$ cat src/rtl/connect_pkg.sv
// Shared types and default constants for the connect-block mode controller.
package connect_pkg;

  localparam int unsigned DEF_OST_W      = 6;
  localparam int unsigned DEF_SETTLE_CYC = 2;
  localparam int unsigned DEF_TMO_W      = 10;

  typedef enum logic [1:0] {
    ST_RUN    = 2'd0,
    ST_DRAIN  = 2'd1,
    ST_SWITCH = 2'd2,
    ST_SETTLE = 2'd3
  } conn_state_e;

endpackage

$ cat src/rtl/connect_ost_cnt.sv
// Saturating outstanding-transaction counter with overflow/underflow pulses.
module connect_ost_cnt
  import connect_pkg::*;
#(
  parameter int unsigned W = DEF_OST_W
) (
  input  logic         clk,
  input  logic         rst_n,
  input  logic         inc_i,
  input  logic         dec_i,
  output logic [W-1:0] cnt_o,
  output logic         ovf_c,
  output logic         unf_c
);

  localparam logic [W-1:0] CNT_MAX = {W{1'b1}};

  logic [W-1:0] cnt_q;
  logic [W-1:0] cnt_d;

  // Next count: simultaneous inc/dec cancel; saturate at both ends.
  always_comb begin
    cnt_d = cnt_q;
    ovf_c = 1'b0;
    unf_c = 1'b0;
    if (inc_i && !dec_i) begin
      if (cnt_q == CNT_MAX) ovf_c = 1'b1;
      else                  cnt_d = cnt_q + W'(1);
    end else if (dec_i && !inc_i) begin
      if (cnt_q == '0) unf_c = 1'b1;
      else             cnt_d = cnt_q - W'(1);
    end
  end

  // Count register.
  always_ff @(posedge clk or negedge rst_n) begin
    if (!rst_n) cnt_q <= '0;
    else        cnt_q <= cnt_d;
  end

  assign cnt_o = cnt_q;

endmodule

$ cat src/rtl/connect_mode_ctrl.sv
// Compression-enable owner: drains the XHB side before toggling ENABLE_o.
module connect_mode_ctrl
  import connect_pkg::*;
#(
  parameter int unsigned OST_W      = DEF_OST_W,
  parameter int unsigned SETTLE_CYC = DEF_SETTLE_CYC,
  parameter int unsigned TMO_W      = DEF_TMO_W
) (
  input  logic             CLK_i,
  input  logic             RSTN_i,
  input  logic             MODE_REQ_i,
  input  logic             ARVALID_i,
  input  logic             ARREADY_i,
  input  logic             AWVALID_i,
  input  logic             AWREADY_i,
  input  logic             WVALID_i,
  input  logic             RVALID_i,
  input  logic             RREADY_i,
  input  logic             RLAST_i,
  input  logic             BVALID_i,
  input  logic             BREADY_i,
  input  logic             ERR_CLR_i,
  output logic             ENABLE_o,
  output logic             STALL_o,
  output logic             BUSY_o,
  output logic [OST_W-1:0] RD_OST_o,
  output logic [OST_W-1:0] WR_OST_o,
  output logic             ERR_TMO_o,
  output logic             ERR_OVF_o,
  output logic             ERR_UNF_o
);

  localparam int unsigned      SET_W   = (SETTLE_CYC > 1) ? $clog2(SETTLE_CYC) : 1;
  localparam logic [TMO_W-1:0] TMO_MAX = {TMO_W{1'b1}};
  localparam logic [TMO_W-1:0] TMO_PRE = TMO_MAX - TMO_W'(1);

  conn_state_e      state_q, state_d;
  logic             enable_q, enable_d;
  logic             stall_q, stall_d;
  logic             busy_q, busy_d;
  logic [SET_W-1:0] settle_q, settle_d;
  logic [TMO_W-1:0] tmo_q, tmo_d;
  logic             err_tmo_q, err_tmo_d;
  logic             err_ovf_q, err_ovf_d;
  logic             err_unf_q, err_unf_d;

  logic [OST_W-1:0] rd_ost, wr_ost;
  logic             rd_ovf_c, rd_unf_c, wr_ovf_c, wr_unf_c;
  logic             tmo_hit_c;

  wire ar_hs_c  = ARVALID_i & ARREADY_i;
  wire aw_hs_c  = AWVALID_i & AWREADY_i;
  wire r_done_c = RVALID_i & RREADY_i & RLAST_i;
  wire b_hs_c   = BVALID_i & BREADY_i;
  wire quiet_c  = (rd_ost == '0) && (wr_ost == '0) && !ARVALID_i && !AWVALID_i && !WVALID_i;
  wire settle_last_c = (32'(settle_q) + 32'd1) >= SETTLE_CYC;

  connect_ost_cnt #(.W(OST_W)) u_rd_cnt (
    .clk   (CLK_i),
    .rst_n (RSTN_i),
    .inc_i (ar_hs_c),
    .dec_i (r_done_c),
    .cnt_o (rd_ost),
    .ovf_c (rd_ovf_c),
    .unf_c (rd_unf_c)
  );

  connect_ost_cnt #(.W(OST_W)) u_wr_cnt (
    .clk   (CLK_i),
    .rst_n (RSTN_i),
    .inc_i (aw_hs_c),
    .dec_i (b_hs_c),
    .cnt_o (wr_ost),
    .ovf_c (wr_ovf_c),
    .unf_c (wr_unf_c)
  );

  // Mode FSM, settle/timeout counters and sticky error flags (set beats clear).
  always_comb begin
    state_d   = state_q;
    enable_d  = enable_q;
    settle_d  = settle_q;
    tmo_d     = '0;
    tmo_hit_c = 1'b0;
    case (state_q)
      ST_RUN: begin
        if (MODE_REQ_i != enable_q) state_d = ST_DRAIN;
      end
      ST_DRAIN: begin
        if (MODE_REQ_i == enable_q) begin
          state_d = ST_RUN;
        end else if (quiet_c) begin
          state_d = ST_SWITCH;
        end else begin
          tmo_d     = (tmo_q == TMO_MAX) ? tmo_q : tmo_q + TMO_W'(1);
          tmo_hit_c = (tmo_q == TMO_PRE);
        end
      end
      ST_SWITCH: begin
        enable_d = ~enable_q;
        settle_d = '0;
        state_d  = ST_SETTLE;
      end
      ST_SETTLE: begin
        if (settle_last_c) state_d = ST_RUN;
        else               settle_d = settle_q + SET_W'(1);
      end
      default: state_d = ST_RUN;
    endcase
    stall_d   = (state_d != ST_RUN);
    busy_d    = (state_d != ST_RUN);
    err_tmo_d = tmo_hit_c | (err_tmo_q & ~ERR_CLR_i);
    err_ovf_d = rd_ovf_c | wr_ovf_c | (err_ovf_q & ~ERR_CLR_i);
    err_unf_d = rd_unf_c | wr_unf_c | (err_unf_q & ~ERR_CLR_i);
  end

  // Control and flag registers.
  always_ff @(posedge CLK_i or negedge RSTN_i) begin
    if (!RSTN_i) begin
      state_q   <= ST_RUN;
      enable_q  <= 1'b0;
      stall_q   <= 1'b0;
      busy_q    <= 1'b0;
      settle_q  <= '0;
      tmo_q     <= '0;
      err_tmo_q <= 1'b0;
      err_ovf_q <= 1'b0;
      err_unf_q <= 1'b0;
    end else begin
      state_q   <= state_d;
      enable_q  <= enable_d;
      stall_q   <= stall_d;
      busy_q    <= busy_d;
      settle_q  <= settle_d;
      tmo_q     <= tmo_d;
      err_tmo_q <= err_tmo_d;
      err_ovf_q <= err_ovf_d;
      err_unf_q <= err_unf_d;
    end
  end

  assign ENABLE_o  = enable_q;
  assign STALL_o   = stall_q;
  assign BUSY_o    = busy_q;
  assign RD_OST_o  = rd_ost;
  assign WR_OST_o  = wr_ost;
  assign ERR_TMO_o = err_tmo_q;
  assign ERR_OVF_o = err_ovf_q;
  assign ERR_UNF_o = err_unf_q;

endmodule
$ cat config.mk
export PLATFORM = sky130hd
export DESIGN_NAME = connect_mode_ctrl
export DESIGN_NICKNAME = d
export VERILOG_FILES = /design/src/rtl/connect_pkg.sv /design/src/rtl/connect_ost_cnt.sv /design/src/rtl/connect_mode_ctrl.sv
export SDC_FILE = /design/constraint.sdc
export NUM_CORES = 1
export LEC_CHECK = 0
export BUFFER_PORTS_ARGS = -buffer_cell sky130_fd_sc_hd__buf_2
export CELL_PAD_IN_SITES_DETAIL_PLACEMENT = 0
export CELL_PAD_IN_SITES_GLOBAL_PLACEMENT = 1
export CORE_ASPECT_RATIO = 0.9
export CORE_MARGIN = 2
export CORE_UTILIZATION = 23
export DETAILED_ROUTE_END_ITERATION = 10
export PLACE_DENSITY_LB_ADDON = 0.1
export SLEW_MARGIN = 20
export SYNTH_ARGS = -nofsm -noshare
export SYNTH_HDL_FRONTEND = slang
export SYNTH_HIERARCHICAL = 1
export SYNTH_SLANG_ARGS = --single-unit
$ cat constraint.sdc
create_clock -name CLK_i -period 2.5 [get_ports CLK_i]
set_clock_uncertainty 0.05 [all_clocks]
set_input_delay 0.125 -clock CLK_i [delete_from_list [all_inputs] [get_ports CLK_i]]
set_output_delay 0.125 -clock CLK_i [all_outputs]
set_load 0.1 [all_outputs]
Yosys cells after proc, flatten, opt, wreduce, memory -nomap -nowiden --
Cells that the tools add are included.
Word-level totals: input bits 14, memories 0, latch bits 0, flip-flop bits (word level) 30, bits in read-only memories 0, output and inout bits 18, word-level logic and storage cells 105, memory bits (writable) 0
Operators by class: reductions and logical operators 25, eq/ne operators 15, multiplexer cells 32, $add $sub $neg 7, order comparisons 1, shifts and indexed selects 0, bitwise logic cells 15, divide/modulo/power cells 0, multiply operators 0
Operators with widths (count):
- 2-to-1 mux 6 bit | 8
- 2-to-1 mux 10 bit | 4
- == test 10 bit (second input constant) | 2
- 2-to-1 mux 1 bit | 14
- adder 6 x 1 -> 6 bit (second input constant) | 2
- == test 6 bit (second input constant) | 2
- logical NOT 6 bit | 2
- subtractor 6 x 1 -> 6 bit (second input constant) | 2
- adder 10 x 1 -> 10 bit (second input constant) | 1
- bitwise AND 1 bit | 8
- logical AND 1 bit | 8
- 2-to-1 mux 2 bit | 4
- one-hot mux 2 bit (4 select lines) | 1
- nonzero test 2 bit | 4
- logical NOT 1 bit | 7
- != test 2 bit (second input constant) | 3
- AND reduction 3 bit | 2
- OR 1 bit | 5
- == test 2 bit (second input constant) | 2
- != test 2 x 1 -> 1 bit (second input constant) | 2
- != test 4 bit (second input constant) | 1
- adder 1 x 1 -> 2 bit (second input constant) | 1
- == test 2 x 1 -> 1 bit (second input constant) | 1
- greater-or-equal comparator 2 bit (second input constant) | 1
- 7 further kinds | 8

Depth between registers and ports, before layout --
Gate-level depths: netlist of the first run.
depth after elaboration 9, mapped depth 10, gate-level depth less buffers 10

Modules after synthesis --
Netlist of the first run, hierarchy kept.
By module, submodules not included:
- connect_ost_cnt | area an instance 483.0 um2, cells each 48, instances 2
- connect_mode_ctrl | area an instance 929.6 um2, cells each 92, instances 1

Worst setup path after synthesis of the first run --
OpenSTA, ideal clock, no wires.
path kind flip-flop to flip-flop, from register u_wr_cnt.cnt_q[1] (netlist: u_wr_cnt/cnt_o[1]), to register u_wr_cnt.cnt_q[5] (netlist: u_wr_cnt/cnt_o[5]), clock period less this slack 2360 ps, arrival 2147 ps, setup time 163 ps, stages on the path, launching flop included 7, path buffers 0, slack 140 ps, cells stage by stage dfrtp_1 ha_1 a211oi_1 o21bai_1 a21oi_1 mux2i_1 xor2_1
Between the ends: cells in the longest elaborated chain, start to end 4, elaborated cells on any way between the ends 11, classes of those cells add/sub: 2; eq/ne: 3; mux: 4; reduce/logical: 2
RTL lines:
- from (decl) | line connect_ost_cnt.sv:18 | logic [W-1:0] cnt_q;
- from (signal assigned) | line connect_ost_cnt.sv:38 | else cnt_q <= cnt_d;
- subtractor 6 x 1 -> 6 bit | line connect_ost_cnt.sv:31 | else cnt_d = cnt_q - W'(1);
- 2-to-1 mux 6 bit | line connect_ost_cnt.sv:30 | if (cnt_q == '0) unf_c = 1'b1;
- 2-to-1 mux 6 bit | line connect_ost_cnt.sv:29 | end else if (dec_i && !inc_i) begin
- 2-to-1 mux 6 bit | line connect_ost_cnt.sv:26 | if (inc_i && !dec_i) begin
Parallel ways exist; a longest one is shown, timed or not. The select of a mux whose other input is x is not followed. A chain may end at the register's enable or synchronous reset.

Worst setup path after layout of the first run --
from register u_wr_cnt.cnt_q[3] (netlist: u_wr_cnt/cnt_o[3]), to register u_wr_cnt.cnt_q[1] (netlist: u_wr_cnt/cnt_o[1])
Between the ends: cells in the longest elaborated chain, start to end 3, elaborated cells on any way between the ends 5, classes of those cells eq/ne: 3; reduce/logical: 2
RTL lines (line):
- == test 6 bit or logical NOT 6 bit (tied branches) | connect_ost_cnt.sv:27, connect_ost_cnt.sv:30
- != test 2 bit (no line) or != test 2 x 1 -> 1 bit (tied branches)
- AND reduction 3 bit (no line) *
Every way passes the cells marked *; elsewhere a longest branch is shown, timed or not.

==> qor.yml, run 1 <==
grt_setup_unrepaired: "false"
fin_tns_setup_ns: 0
fmax_mhz: 490
numCtsBuffers: 5
place_congestion: 0.702
hold_buffers: 1
yosys_warnings: 6
relSlewSlack_pct: 52.3
ctsLongestPathBuffers: 2
syn-num-nets: 218
cts-resized-gates: 0
rows: 31
drt_wl_total_mm: 4.32
synthArstFlopShare_pct: 100
r2r_start: "u_wr_cnt/cnt_o[3]"
cts_root_buf: "clkbuf_8"
end_kind: "flip-flop"
layout-drive-gt1-share_pct: 24.8
regToRegSetupSlack_ns: 0.46
clock_sinks: 30
gr-total-overflow: 0
grt_pass1_vias: 1452
dpl_cell_area_mm2: 0.00216
ant_nets: 0
criticalPathCategory: "flip-flop to flip-flop"
nFillCells: 849
htreeDepth: 2
worst_setup_path_start_kind: "flip-flop"
final-hold-violation-count: 0
ys_ff_latch: 30
seq_area_frac_synth_pct: 39.6
p_sw_uw: 1510
pwr-share-comb_pct: 54.9
period_needed_ns: 2.04
clk_latency_ns: 0.27
cpMaxStageDelayCell: "or4_1"
drv_slew: 0
avgViaCountPerCell: 4.43
fp.dieArea_mm2: 0.00899
critical_path_depth: 4
synth_area_leader_cell: "dfrtp_1"
syn2layout_area_growth_pct: 20.2
reg2regPathDepth: 4
syn_avg_cell_area_um2: 10.1
min_period_over_period_pct: 81.6
power.density_mw_per_mm2: 1260
netlist_top_cells_area: "dfrtp_1, ha_1, xor2_1, o21ai_0, xnor2_1"
yosys-top-cells-count: "dfrtp_1, ha_1, nor2_1"
io_buffers: 31
clkPwrFrac_pct: 17.6
dieWidth_um: 99.7
crit_fanout: 8
synth_cell_type_count: 40
finalSetupViolCount: 0
slowest_delay_ns: 0.54
path_buf_inv: 0
status: "completed"
io_pins: 32
dp.final_hpwl_mm: 3.13
cp-startpoint: "u_wr_cnt/cnt_o[3]"
total_power_uw: 2870
cp.arrival_ns: 2.15
grt_use_total_pct: 10.5
drc_errors: 0
finalNetCount: 256
num_antenna_cells: 0
vias: 1440
cp_top_family: "simple AND/OR/NAND/NOR gates"
worst_pin_slew_ns: 0.715
cts_tree: "done"
core_area_mm2: 0.00803
multi_input_area_mm2: 0.00107
antenna_found_initial: 0
synth_top_area_share_pct: 39.6
clk_pin_slew_ns: 0.07
seqCellArea_um2: 751
ir_drop_mv: 0.692
seq_power_share_pct: 27.5
min_path_type: "input pin to flip-flop"
syn-cell-area_mm2: 0.00190
routedWlPerCell_um: 13.3
crit_chain: "or4_1 > nor4_2 > nand2b_1 > mux2_4"
cap_violations: 0
fin_area_mm2: 0.00228
start_util_pct: 23.6
swShare_pct: 52.8
synth.most_common_cell: "dfrtp_1"
firstDrtPassIters: 4
cp_data_required_time_ns: 2.61
intPower_uw: 1350
reg2reg_to: "u_wr_cnt/cnt_o[1]"
synth_edf_count: 0
syn_inst: 188
grt_max_degree: 31
synthFlopType: "dfrtp_1"
crit_path_end: "u_wr_cnt/cnt_o[1]"
drt_iter0_markers: 76
post-cts-setup-buffers: 0
die_h_um: 90.1
power_leakage_uw: 0.00101
grt_pass1_wl_mm: 7.55
worst register-to-register path, stage by stage (launching register included):
cell and delay [ns]:
dfrtp_1 0.45, or4_1 0.54, nor4_2 0.21, nand2b_1 0.35, mux2_4 0.33
flip-flops by register name, indices dropped and copies added, names as in the netlist:
signal / flops
tmo_q: 10
u_rd_cnt/cnt_o: 6
u_wr_cnt/cnt_o: 6
state_q: 2
BUSY_o: 1
ENABLE_o: 1
ERR_OVF_o: 1
ERR_TMO_o: 1
ERR_UNF_o: 1
settle_q: 1
per-stage QoR:
stage               worst slack (ns)  std cells  util [%]  hold WS, ns
global route                   0.303        325      28.4       0.0477
global placement               0.301        317      26.9        0.184
detailed placement             0.290        317      26.9        0.184
finish                         0.460        325      28.4       0.0455
CTS                            0.439        325      28.4       0.0470
floorplan                      0.140        188         -       -0.221
power by group through the flow:
stage | Combinational, uW | Clock, uW | Sequential [uW]
after floorplan | 569 | 0 | 1490
after global placement | 1600 | 0 | 809
after detailed placement | 1580 | 0 | 799
after CTS | 1590 | 530 | 795
after global routing | 1700 | 552 | 812
final | 1570 | 503 | 789
area by class of cell:
| type | instances | area share, % |
|---|---|---|
| Timing Repair Buffer | 35 | 8.24 |
| Sequential cell | 30 | 32.9 |
| Multi-Input combinational cell | 145 | 47.0 |
| Tap cell | 99 | 5.44 |
| Clock buffer | 6 | 3.62 |
| Clock inverter | 1 | 1.32 |
| Inverter | 9 | 1.48 |
metal layers:
layer / part of all wire, % / GRT usage, % / vias to the layer above / wire, um
li1: - / - / 744 / -
met5: 0 / 0 / - / 0
met2: 45 / 15.5 / 24 / 1960
met1: 51 / 15.0 / 670 / 2180
met4: 0.93 / 4.11 / 0 / 40
met3: 3.2 / 2.18 / 2 / 139
cell families (layout without fill, tap and decap cells):
group           after synthesis  after routing  synth area share, %
compound gates               38             38                 13.0
xor+xnor                     15             15                 6.93
fa+ha+maj                    16             16                 11.4
buf+inv                      13             51                 3.96
flops                        30             30                 39.6
mux                           5              5                 3.23
simple gates                 71             71                 21.9
placed cells by master (no fill, tap or decap), drive strengths merged, types with 4 or more instances in the layout:
cell type	synthesis	routed
and2	6	6
xnor2	6	6
a21o	4	4
nand2	12	12
a21oi	8	8
nor2	13	13
a31oi	4	4
nand4	6	6
nor4	5	5
o21ai	11	11
inv	9	9
dfrtp	30	30
xor2	9	9
nand2b	5	5
nand3	6	6
a211oi	4	4
ha	14	14
clkbuf	0	6
buf	4	34
nor3	6	6
worst min-delay path by stage:
| stage | depth (start not counted) | start | end |
|---|---|---|---|
| 3_5_place_dp | 1 | RSTN_i | tmo_q[7] |
| 4_1_cts | 2 | ERR_CLR_i | ERR_UNF_o |
| 6_report | 2 | ERR_CLR_i | ERR_OVF_o |
| 2_1_floorplan | 0 | RSTN_i | BUSY_o |
| 5_1_grt | 2 | ERR_CLR_i | ERR_UNF_o |
| 3_3_place_gp | 1 | RSTN_i | tmo_q[6] |
(Power assumes the default switching activity.)
==> inputs of run 2 (changes only) <==
- ABC_AREA: unset -> 1
- clock period: 2.5 -> 1.92 ns (I/O delays scaled with it)
==> qor.yml, run 2 <==
cts_tree: "done"
clock_sinks: 30  # unchanged
cts-resized-gates: 0  # unchanged
core_area_mm2: 0.00904  # +13%
grt_pass1_wl_mm: 8.85  # +17%
fp.dieArea_mm2: 0.0100  # +12%
cpMaxStageDelayCell: "dfrtp_1"
drc_errors: 0  # unchanged
drv_slew: 0  # unchanged
crit_fanout: 9  # +1
netlist_top_cells_area: "dfrtp_1, nand2_1, inv_1, ha_1, nor2_1"
grt_pass1_vias: 1776  # +22%
r2r_start: "tmo_q[0]"
final-hold-violation-count: 0  # unchanged
min_to: "ERR_TMO_o"
start_util_pct: 23.5  # -0.10 points
routedWlPerCell_um: 11.3  # -15%
synthFlopType: "dfrtp_1"
syn2layout_area_growth_pct: 19.6
layout_commonest_cell: "nand2_1"
largest_reg_flops: 10  # unchanged
post-cts-setup-buffers: 0  # unchanged
relSlewSlack_pct: 51.5  # -0.86 points
synth_edf_count: 0  # unchanged
numCtsBuffers: 5  # unchanged
status: "completed"
syn_inst: 284  # +51%
rows: 33  # +6.5%
ant_nets: 0  # unchanged
reg2regPathDepth: 8  # +4
finalSetupViolCount: 0  # unchanged
synth_xor_area_share_pct: 4.12  # -2.8 points
fin_tns_setup_ns: 0  # unchanged
layout-drive-gt1-share_pct: 23.8  # -0.94 points
synth_area_leader_cell: "dfrtp_1"
gr-total-overflow: 0  # unchanged
worst_setup_path_start_kind: "flip-flop"
cap_violations: 0  # unchanged
cpMostUsedCell: "nand2_1"
finalNetCount: 352  # +38%
total_power_uw: 3970  # +38%
synthAdderAreaFrac_pct: 10.1  # -1.2 points
syn-num-nets: 314  # +44%
htreeDepth: 2  # unchanged
yosys_warnings: 6  # unchanged
firstDrtPassIters: 4  # unchanged
drt_wl_total_mm: 5.02  # +16%
grt_use_total_pct: 11.2  # +0.72 points
avgViaCountPerCell: 3.98  # -10%
io_buffers: 31  # unchanged
cts_root_buf: "clkbuf_8"
dp.final_hpwl_mm: 3.80  # +21%
grt_max_degree: 31  # unchanged
grt_setup_unrepaired: "false"
min-delay-start: "ERR_CLR_i"
drt_iter0_markers: 50  # -34%
hold_depth: 4  # +2
cp_data_required_time_ns: 2.04  # -0.57 ns
seq_area_frac_synth_pct: 35.3  # -4.3 points
syn-cell-area_mm2: 0.00213  # +12%
vias: 1772  # +23%
slowest_delay_ns: 0.43  # -0.11 ns
num_antenna_cells: 0  # unchanged
dieWidth_um: 105  # +5.7%
synthSimpleGateAreaFrac_pct: 34.3  # +12 points
criticalPathCategory: "flip-flop to flip-flop"
clk_latency_ns: 0.28  # about the same
worst_pin_slew_ns: 0.728  # +0.0128 ns
largest-register: "tmo_q"
end_kind: "flip-flop"
ys_ff_latch: 30  # unchanged
synth_top_family_by_area: "simple AND/OR/NAND/NOR gates"
setup_slack_ns: 0.382  # -0.0780 ns
power.density_mw_per_mm2: 1560  # +24%
crit_chain: "ha_1 > inv_1 > nor2_4 > nand3_4 > nand2_1 > nand2_1 > nand2_1 > nor2_1"
utilization_pct: 28.1  # -0.26 points
min_path_type: "input pin to flip-flop"
synthArstFlopShare_pct: 100  # unchanged
layout_common_cells: "nand2_1, inv_1, nor2_1"
ir_drop_mv: 1.17  # +69%
hold_buffers: 1  # unchanged
power_leakage_uw: 0.00134  # +33%
cp.arrival_ns: 1.66  # -0.49 ns
nFillCells: 1008  # +19%
synth_cell_type_count: 29  # -28%
muxShareOfSynthArea_pct: 0  # -3.2 points
die_h_um: 95.2  # +5.6%
period_needed_ns: 1.54  # -0.502 ns
synth.most_common_cell: "nand2_1"
synth_top_area_share_pct: 35.3  # -4.3 points
io_pins: 32  # unchanged
place_congestion: 0.756  # +7.7%
synth_compound_area_share_pct: 6.36  # -6.6 points
ctsLongestPathBuffers: 2  # unchanged
reg2reg_to: "tmo_q[4]"
yosys-top-cells-count: "nand2_1, inv_1, nor2_1"
min_period_over_period_pct: 80.1  # -1.5 points
regToRegSetupSlack_ns: 0.38  # -0.08 ns
antenna_found_initial: 0  # unchanged
syn_avg_cell_area_um2: 7.49  # -26%
fmax_mhz: 650  # +33%
pre_cts_ws_ns: 0.181  # -0.109 ns
clk_pin_slew_ns: 0.07  # about the same
## run 2: power by group
| group | switching, uW | internal, uW |
|---|---|---|
| Clock | 254 | 288 |
| Combinational | 1760 | 568 |
| Sequential | 289 | 803 |
| Total | 2310 | 1660 |
## run 2: worst max-delay path, delay by kind of cell, from the launching register on
family,cells,cell delay (ns)
adders and majority gates,1,0.25
and+or+nand+nor,6,0.62
DFF,1,0.43
buffers and inverters,1,0.09
## run 2: metal layers
layer,track usage (%),wire length (um)
met1,15.7,2650
met2,17.8,2220
met3,2.46,119
met4,2.67,26
met5,0,0
## run 2: final cells by class
class / instances / area (um2) / area share [%]
multi-input cells: 201 / 1170 / 45.9
clock buffers: 6 / 82.6 / 3.25
repair buffers: 32 / 165 / 6.50
clock inverters: 2 / 12.5 / 0.492
well taps: 122 / 153 / 6.00
inverters: 52 / 200 / 7.87
flip-flops and latches: 30 / 762 / 30.0
## run 2: cell families (layout without fill, tap and decap cells)
logic type / Yosys count / count (layout)
buffers and inverters: 53 / 92
adders and majority gates: 16 / 16
xor gates and xnor gates: 10 / 10
DFF: 30 / 30
and+or+nand+nor: 153 / 153
AOI/OAI and AO/OA: 22 / 22
## run 2: worst max-delay path by stage
stage,start,endpoint,slack [ns],cells after the start
after floorplan,u_rd_cnt/cnt_o[4],u_rd_cnt/cnt_o[5],-0.03,7
after detailed placement,RLAST_i,u_rd_cnt/cnt_o[5],0.18,14
after global routing,tmo_q[0],tmo_q[4],0.21,8
after global placement,RLAST_i,u_rd_cnt/cnt_o[5],0.19,14
final,tmo_q[0],tmo_q[4],0.38,8
after CTS,tmo_q[0],tmo_q[4],0.36,8
## run 2: through the flow
step	area, um2	instances	hold slack, ns
final	2540	445	0.0823
after global routing	2540	445	0.102
after CTS	2540	445	0.0756
after detailed placement	2440	436	0.167
after global placement	2440	436	0.171
after floorplan	2140	284	-0.250
